`src/rtl/i2c_pkg.sv`:
```
// Shared types and constants for the I2C target register responder.
package i2c_pkg;

  typedef enum logic [3:0] {
    IDLE,
    ADDR,
    ADDR_ACK,
    PTR,
    PTR_ACK,
    WDATA,
    WDATA_ACK,
    RDATA,
    RDATA_ACK,
    IGNORE
  } i2c_state_t;

  localparam logic       I2C_RW_WRITE = 1'b0;
  localparam logic       I2C_RW_READ  = 1'b1;
  localparam logic       ACK          = 1'b0;
  localparam logic       NACK         = 1'b1;
  localparam logic [6:0] GCALL_ADDR   = 7'h00;

  // Append one received bit to a byte being shifted in MSB first.
  function automatic logic [7:0] shift_in(input logic [7:0] cur, input logic b);
    return {cur[6:0], b};
  endfunction

endpackage

```
`src/rtl/i2c_line_filter.sv`:
```
// SCL/SDA conditioning: 2-FF synchroniser, stability filter, and edge plus
// START/STOP detection on the filtered levels.
module i2c_line_filter #(
  parameter int FILT_LEN = 3
) (
  input  logic clk,
  input  logic srst,
  input  logic scl,
  input  logic sda,
  output logic sda_level,
  output logic scl_rise,
  output logic scl_fall,
  output logic start,
  output logic stop
);

  logic [1:0] raw;
  logic [1:0] filt;
  logic [1:0] prev_reg;

  assign raw = {scl, sda};

  // Index 1 is SCL, index 0 is SDA; both lines idle high.
  generate
    for (genvar gi = 0; gi < 2; gi++) begin : g_line
      logic       meta_reg;
      logic       sync_reg;
      logic       filt_reg;
      logic [7:0] cnt_reg;

      always_ff @(posedge clk) begin
        if (srst) begin
          meta_reg <= 1'b1;
          sync_reg <= 1'b1;
          filt_reg <= 1'b1;
          cnt_reg  <= 8'd0;
        end else begin
          meta_reg <= raw[gi];
          sync_reg <= meta_reg;
          if (sync_reg == filt_reg) begin
            cnt_reg <= 8'd0;
          end else if (cnt_reg >= 8'(FILT_LEN - 1)) begin
            filt_reg <= sync_reg;
            cnt_reg  <= 8'd0;
          end else begin
            cnt_reg <= cnt_reg + 8'd1;
          end
        end
      end

      assign filt[gi] = filt_reg;
    end
  endgenerate

  always_ff @(posedge clk) begin
    if (srst) begin
      prev_reg <= 2'b11;
    end else begin
      prev_reg <= filt;
    end
  end

  assign sda_level = filt[0];
  assign scl_rise  = filt[1] & ~prev_reg[1];
  assign scl_fall  = ~filt[1] & prev_reg[1];
  // SCL must be high on both samples so an SCL edge is never taken as a bus condition.
  assign start     = filt[1] & prev_reg[1] & prev_reg[0] & ~filt[0];
  assign stop      = filt[1] & prev_reg[1] & ~prev_reg[0] & filt[0];

endmodule

```
`src/rtl/i2c_target_regs.sv`:
```
// I2C target with an auto-incrementing register pointer and a simple register port.
// Define I2C_TGT_GCALL_EN to ACK and discard general-call (8'h00) transfers.
module i2c_target_regs
  import i2c_pkg::*;
#(
  parameter logic [6:0] TGT_ADDR = 7'h42,
  parameter int         PTR_W    = 8,
  parameter int         FILT_LEN = 3,
  parameter int         SDA_HOLD = 4
) (
  input  logic             wb_clk_i,
  input  logic             wb_rst_i,
  input  logic             scl_i,
  input  logic             sda_i,
  output logic             sda_o,
  output logic             sda_t,
  output logic [PTR_W-1:0] reg_addr,
  output logic [7:0]       reg_wdata,
  output logic             reg_wr,
  output logic             reg_rd,
  input  logic [7:0]       reg_rdata,
  output logic             busy,
  output logic             addr_hit
);

  logic sda_level;
  logic scl_rise;
  logic scl_fall;
  logic bus_start;
  logic bus_stop;

  i2c_line_filter #(
    .FILT_LEN (FILT_LEN)
  ) u_filter (
    .clk       (wb_clk_i),
    .srst      (wb_rst_i),
    .scl       (scl_i),
    .sda       (sda_i),
    .sda_level (sda_level),
    .scl_rise  (scl_rise),
    .scl_fall  (scl_fall),
    .start     (bus_start),
    .stop      (bus_stop)
  );

  i2c_state_t       state_reg;
  logic [3:0]       bit_cnt_reg;
  logic [7:0]       shift_reg;
  logic             rw_reg;
  logic [7:0]       hold_cnt_reg;
  logic             hold_pend_reg;
  logic             wr_pend_reg;
  logic             rd_cap_reg;
  logic             gcall_reg;
  logic             sda_t_reg;
  logic [PTR_W-1:0] reg_addr_reg;
  logic [7:0]       reg_wdata_reg;
  logic             reg_wr_reg;
  logic             reg_rd_reg;
  logic             busy_reg;
  logic             addr_hit_reg;

  logic [7:0] rx_byte;
  logic       last_bit;
  logic       hold_done;
  logic       sda_t_next;

  assign rx_byte   = shift_in(shift_reg, sda_level);
  assign last_bit  = (bit_cnt_reg == 4'd7);
  assign hold_done = hold_pend_reg && (hold_cnt_reg <= 8'd1);

  // Level to put on SDA once the post-fall hold time has elapsed.
  always_comb begin
    sda_t_next = 1'b1;
    case (state_reg)
      ADDR_ACK, PTR_ACK, WDATA_ACK: sda_t_next = ACK;
      RDATA:                        sda_t_next = shift_reg[7];
      IGNORE:                       sda_t_next = (gcall_reg && bit_cnt_reg == 4'd8) ? ACK : NACK;
      default:                      sda_t_next = 1'b1;
    endcase
  end

  always_ff @(posedge wb_clk_i) begin
    if (wb_rst_i) begin
      state_reg     <= IDLE;
      bit_cnt_reg   <= 4'd0;
      shift_reg     <= 8'd0;
      rw_reg        <= I2C_RW_WRITE;
      hold_cnt_reg  <= 8'd0;
      hold_pend_reg <= 1'b0;
      wr_pend_reg   <= 1'b0;
      rd_cap_reg    <= 1'b0;
      gcall_reg     <= 1'b0;
      sda_t_reg     <= 1'b1;
      reg_addr_reg  <= '0;
      reg_wdata_reg <= 8'd0;
      reg_wr_reg    <= 1'b0;
      reg_rd_reg    <= 1'b0;
      busy_reg      <= 1'b0;
      addr_hit_reg  <= 1'b0;
    end else begin
      reg_wr_reg   <= wr_pend_reg;
      wr_pend_reg  <= 1'b0;
      reg_rd_reg   <= 1'b0;
      rd_cap_reg   <= reg_rd_reg;
      addr_hit_reg <= 1'b0;
      if (rd_cap_reg) begin
        shift_reg <= reg_rdata;
      end

      if (bus_start) begin
        state_reg     <= ADDR;
        bit_cnt_reg   <= 4'd0;
        sda_t_reg     <= 1'b1;
        hold_pend_reg <= 1'b0;
        gcall_reg     <= 1'b0;
      end else if (bus_stop) begin
        state_reg     <= IDLE;
        sda_t_reg     <= 1'b1;
        busy_reg      <= 1'b0;
        hold_pend_reg <= 1'b0;
        gcall_reg     <= 1'b0;
      end else begin
        if (scl_fall) begin
          hold_pend_reg <= 1'b1;
          hold_cnt_reg  <= 8'(SDA_HOLD);
        end else if (hold_pend_reg) begin
          hold_cnt_reg <= hold_cnt_reg - 8'd1;
          if (hold_done) begin
            hold_pend_reg <= 1'b0;
            sda_t_reg     <= sda_t_next;
          end
        end

        if (scl_rise) begin
          case (state_reg)
            ADDR: begin
              shift_reg   <= rx_byte;
              bit_cnt_reg <= bit_cnt_reg + 4'd1;
              if (last_bit) begin
                bit_cnt_reg <= 4'd0;
                if (rx_byte[7:1] == TGT_ADDR) begin
                  addr_hit_reg <= 1'b1;
                  busy_reg     <= 1'b1;
                  rw_reg       <= rx_byte[0];
                  state_reg    <= ADDR_ACK;
                end
`ifdef I2C_TGT_GCALL_EN
                else if (rx_byte == {GCALL_ADDR, I2C_RW_WRITE}) begin
                  // Bit count 8 marks the ACK slot of the byte just received.
                  addr_hit_reg <= 1'b1;
                  busy_reg     <= 1'b1;
                  gcall_reg    <= 1'b1;
                  bit_cnt_reg  <= 4'd8;
                  state_reg    <= IGNORE;
                end
`endif
                else begin
                  state_reg <= IGNORE;
                end
              end
            end
            ADDR_ACK: begin
              bit_cnt_reg <= 4'd0;
              if (rw_reg == I2C_RW_READ) begin
                reg_rd_reg <= 1'b1;
                state_reg  <= RDATA;
              end else begin
                state_reg <= PTR;
              end
            end
            PTR: begin
              shift_reg   <= rx_byte;
              bit_cnt_reg <= bit_cnt_reg + 4'd1;
              if (last_bit) begin
                bit_cnt_reg  <= 4'd0;
                reg_addr_reg <= PTR_W'(rx_byte);
                state_reg    <= PTR_ACK;
              end
            end
            PTR_ACK: begin
              state_reg <= WDATA;
            end
            WDATA: begin
              shift_reg   <= rx_byte;
              bit_cnt_reg <= bit_cnt_reg + 4'd1;
              if (last_bit) begin
                bit_cnt_reg   <= 4'd0;
                reg_wdata_reg <= rx_byte;
                wr_pend_reg   <= 1'b1;
                state_reg     <= WDATA_ACK;
              end
            end
            WDATA_ACK: begin
              reg_addr_reg <= reg_addr_reg + PTR_W'(1);
              state_reg    <= WDATA;
            end
            RDATA: begin
              shift_reg   <= {shift_reg[6:0], 1'b0};
              bit_cnt_reg <= bit_cnt_reg + 4'd1;
              if (last_bit) begin
                bit_cnt_reg <= 4'd0;
                state_reg   <= RDATA_ACK;
              end
            end
            RDATA_ACK: begin
              // Pointer and read request land together so reg_rd sees the new address.
              if (sda_level == ACK) begin
                reg_addr_reg <= reg_addr_reg + PTR_W'(1);
                reg_rd_reg   <= 1'b1;
                state_reg    <= RDATA;
              end else begin
                state_reg <= IGNORE;
              end
            end
            IGNORE: begin
              if (gcall_reg) begin
                if (bit_cnt_reg == 4'd8) begin
                  bit_cnt_reg <= 4'd0;
                end else if (last_bit) begin
                  bit_cnt_reg <= 4'd8;
                end else begin
                  bit_cnt_reg <= bit_cnt_reg + 4'd1;
                end
              end
            end
            default: ;
          endcase
        end
      end
    end
  end

  assign sda_o     = 1'b0;
  assign sda_t     = sda_t_reg;
  assign reg_addr  = reg_addr_reg;
  assign reg_wdata = reg_wdata_reg;
  assign reg_wr    = reg_wr_reg;
  assign reg_rd    = reg_rd_reg;
  assign busy      = busy_reg;
  assign addr_hit  = addr_hit_reg;

endmodule
```
`config.mk`:
```
export PLATFORM = sky130hd
export DESIGN_NAME = i2c_target_regs
export DESIGN_NICKNAME = d
export VERILOG_FILES = /design/src/rtl/i2c_pkg.sv /design/src/rtl/i2c_line_filter.sv /design/src/rtl/i2c_target_regs.sv
export SDC_FILE = /design/constraint.sdc
export NUM_CORES = 1
export LEC_CHECK = 0
export BUFFER_PORTS_ARGS = -buffer_cell sky130_fd_sc_hd__buf_2
export CORE_ASPECT_RATIO = 0.9
export CORE_MARGIN = 5
export CORE_UTILIZATION = 40
export CTS_CLUSTER_DIAMETER = 60
export DETAILED_ROUTE_END_ITERATION = 16
export HOLD_SLACK_MARGIN = 0.12
export PLACE_DENSITY = 0.69
export SETUP_SLACK_MARGIN = 0.02
export SLEW_MARGIN = 20
export SYNTH_ARGS = -nofsm -noshare
export SYNTH_HDL_FRONTEND = slang
export SYNTH_HIERARCHICAL = 1
export SYNTH_SLANG_ARGS = --single-unit
```
`constraint.sdc`:
```
create_clock -name wb_clk_i -period 2.5 [get_ports wb_clk_i]
set_clock_uncertainty 0.1 [all_clocks]
set_input_delay 0 -clock wb_clk_i [delete_from_list [all_inputs] [get_ports wb_clk_i]]
set_output_delay 0 -clock wb_clk_i [all_outputs]
set_load 0.005 [all_outputs]
```
==> out/summary.txt <==
status -> finished, final reports clean
RSZ-0062 raised after global routing -> no
reg-to-reg critical path endpoint -> reg_wdata[6]$_SDFFE_PP0P_
drt wl/cell -> 14.1 µm
# Post-CTS Setup Buffers -> 0
Hold EP -> u_filter/g_line[0].meta_reg$_SDFF_PP1_
first-pass GRT wire length -> 12100 µm
Mapped Cells -> 350
Worst Setup Slack post-DPL -> 230 ps
Ports -> 34
# rows -> 31
Final Slew Violations -> 0
CTS H-tree depth -> 3
total placed cells including tap cells -> 483
Floorplan Core Area -> 8070 µm²
max-cap viol count -> 0
Initial DRT Pass Iterations -> 5
clk buf depth -> 2
Hold/Removal Path Class -> in -> reg
Seq cells post-synth -> 73
critical path type -> reg -> reg
power share of the clock group -> 38.2%
final hold viol count -> 0
final worst-path cycle share -> 91.6%
final worst slack -> 209 ps
synthesized area per cell -> 9.48 µm²
Die Width -> 106 µm
critical path fanouts, max -> 8
Min-Delay Path Depth -> 3
Cell Int Power -> 1.62 mW
Tmin final -> 2290 ps
gpl congestion -> 0.893
synth unique cells -> 66
post-route ant nets -> 0
async set-reset flop share out of synthesis -> 0%
grt ovf -> 0
total number of vias -> 2673
Total GRT Usage -> 14.8%
number of flops mapped to enable cells by yosys -> 0
Sw Ratio -> 25.9%
Mapped Area -> 3320 µm²
DR vias/cell -> 5.24
worst reg2reg path startpoint -> u_filter/g_line[1].filt_reg$_SDFFE_PP1P_
Clock Latency Late Sink -> 340 ps
peak supply drop -> 398 µV
# setup viols final -> 0
Critical Path Start Type -> flip-flop
nets@finish -> 426
iteration-0 DRC count of the detailed router -> 162
HPWL Detailed -> 4990 µm
fin cells -> 510
max reg flops -> 16
prevailing post-synth register cell -> dfxtp_1
Net Switching -> 565 µW
Filler Cells Inserted -> 780
initial core utilization -> 41.1%
setup TNS -> 0 ps
number of global-route vias before repair -> 2557
Power per Cell Area -> 560 nW/µm²
fmax -> 437 MHz
CP required -> 2620 ps
Slew headroom -> 57.6%
DIE HEIGHT -> 96.4 µm
CTS sink cnt -> 73
P_leak -> 1.55 nW
worst r2r path cells -> 7
Critical Path Sink Type -> flip-flop
CTS tree -> done
Data arrival, critical path -> 2410 ps
DRC violations left -> 0
Clock transition at path regs -> 90 ps
antenna cells -> 0
Tot Pwr -> 2.18 mW
Num CTS Buffers -> 9
Port Buffers -> 32
full die area -> 10200 µm²
Detailed Route WL -> 7170 µm
synthesis-to-finish area growth -> 17.6%
R2R Setup Slk -> 210 ps
Worst Hold Launch -> sda_i
worst slew pin tran -> 634 ps
Logic pwr share -> 6.2%
share of cells above drive strength 1 -> 20.4%
clk root buf -> clkbuf_8
antenna violations before repair -> 0
sequential area share after synthesis -> 44.1%
pin count of the biggest net entering global routing -> 33
Synthesis Warnings -> 6
sequential power share -> 55.5%
per-stage QoR:
| stage | utilization [%] | area [µm²] | hold slack, ps |
|---|---|---|---|
| final | 48.3 | 3900 | 282 |
| after global routing | 48.3 | 3900 | 287 |
| after CTS | 48.3 | 3900 | 266 |
| after detailed placement | 44.8 | 3610 | 90.1 |
| after global placement | 44.8 | 3610 | 89.8 |
| after floorplan | - | 3350 | 3.81 |
final cells by class:
type	instances	area, µm²	share of cell area (%)
Multi-Input combinational cell	262	1780	45.6
Clock inverter	7	53.8	1.38
Timing Repair Buffer	50	323	8.28
Sequential cell	73	1460	37.5
Tap cell	99	124	3.18
Inverter	10	37.5	0.962
Clock buffer	9	124	3.18
placed cells by master, fill, tap and decap left out, types with 5 or more instances in the layout:
| cell | netlist | final |
|---|---|---|
| mux2i_1 | 19 | 19 |
| dfxtp_1 | 73 | 73 |
| a211oi_1 | 12 | 12 |
| nand2_1 | 19 | 19 |
| nor3_1 | 8 | 8 |
| buf_2 | 3 | 32 |
| or2_2 | 7 | 7 |
| o21ai_0 | 8 | 8 |
| nor2b_1 | 7 | 7 |
| conb_1 | 2 | 11 |
| ha_1 | 8 | 8 |
| clkbuf_8 | 0 | 9 |
| nor4_1 | 5 | 5 |
| a21oi_1 | 20 | 20 |
| inv_1 | 10 | 10 |
| buf_4 | 3 | 7 |
| nand3_1 | 11 | 11 |
| xnor2_1 | 5 | 5 |
| dlygate4sd3_1 | 0 | 11 |
| nor2_1 | 49 | 49 |
synthesized netlist by cell type (all sizes together) (3+ instances only):
master   n  area, µm²
nand4b   3       32.5
ha       8        100
a31o     3       26.3
buf      8       52.5
mux2i   19        190
and2     4       25.0
clkbuf   6       22.5
a21oi   20        100
or2      7       43.8
nand3b   4       30.0
nor4     9        116
nand3   12       65.1
dfxtp   73       1460
nor2b    7       43.8
xnor2    5       43.8
a211oi  13        103
xor2     4       35.0
nor2    49        184
nand2   19       71.3
o21ai   13       68.8
nor3     9       50.1
inv     10       37.5
nor4b    4       62.6
nor3b    4       35.0
logic make-up after synthesis:
| logic type | after synthesis | share of synthesized area [%] |
|---|---|---|
| flops | 73 | 44.1 |
| compound gates | 70 | 14.9 |
| mux | 20 | 6.07 |
| simple gates | 144 | 25.9 |
| fa+ha+maj | 8 | 3.02 |
| xor+xnor | 9 | 2.38 |
| other cells | 2 | 0.226 |
| buf+inv | 24 | 3.39 |
timing repair:
action	CTS	global route
resized for setup	0	0
hold buffers	11	0
hold endpoints to repair	23	0
worst max path at each step:
stage                                             start                   endpoint  slack (ps)  cells past startpoint
2_1_floorplan           u_filter/sda_level$_SDFFE_PP1P_    shift_reg[5]$_SDFF_PP0_         490                      6
3_3_place_gp   u_filter/g_line[1].filt_reg$_SDFFE_PP1P_  reg_wdata[1]$_SDFFE_PP0P_         360                      7
3_5_place_dp   u_filter/g_line[1].filt_reg$_SDFFE_PP1P_  reg_wdata[6]$_SDFFE_PP0P_         230                      7
4_1_cts        u_filter/g_line[1].filt_reg$_SDFFE_PP1P_  reg_wdata[6]$_SDFFE_PP0P_         220                      7
5_1_grt        u_filter/g_line[1].filt_reg$_SDFFE_PP1P_  reg_wdata[6]$_SDFFE_PP0P_          30                      7
6_report       u_filter/g_line[1].filt_reg$_SDFFE_PP1P_  reg_wdata[6]$_SDFFE_PP0P_         210                      7
worst max-delay path: stages, from the launching register on:
cell and delay, ps:
dfxtp_1 400, nand2_1 90, nor3b_1 540, nor2_1 250
and2_1 250, nand3_2 230, mux2i_1 250, nor2_1 60
routing by layer:
| metal | global-route usage [%] | routed length [µm] | vias up |
|---|---|---|---|
| met5 | 0 | 0 | - |
| met4 | 6.58 | 126 | 0 |
| met3 | 3.26 | 267 | 8 |
| met2 | 23.7 | 3310 | 65 |
| met1 | 19.3 | 3470 | 1238 |
| li1 | - | - | 1362 |
power groups by stage:
stage          Clock (mW)  Combinational (mW)  Sequential, mW
6_report            0.835               0.136            1.21
5_1_grt             0.903               0.154            1.22
4_1_cts             0.862               0.136            1.21
3_5_place_dp            0               0.122            1.24
3_3_place_gp            0               0.120            1.24
2_1_floorplan           0              0.0915            1.23
Note: power is estimated with default switching activity, not from simulation.
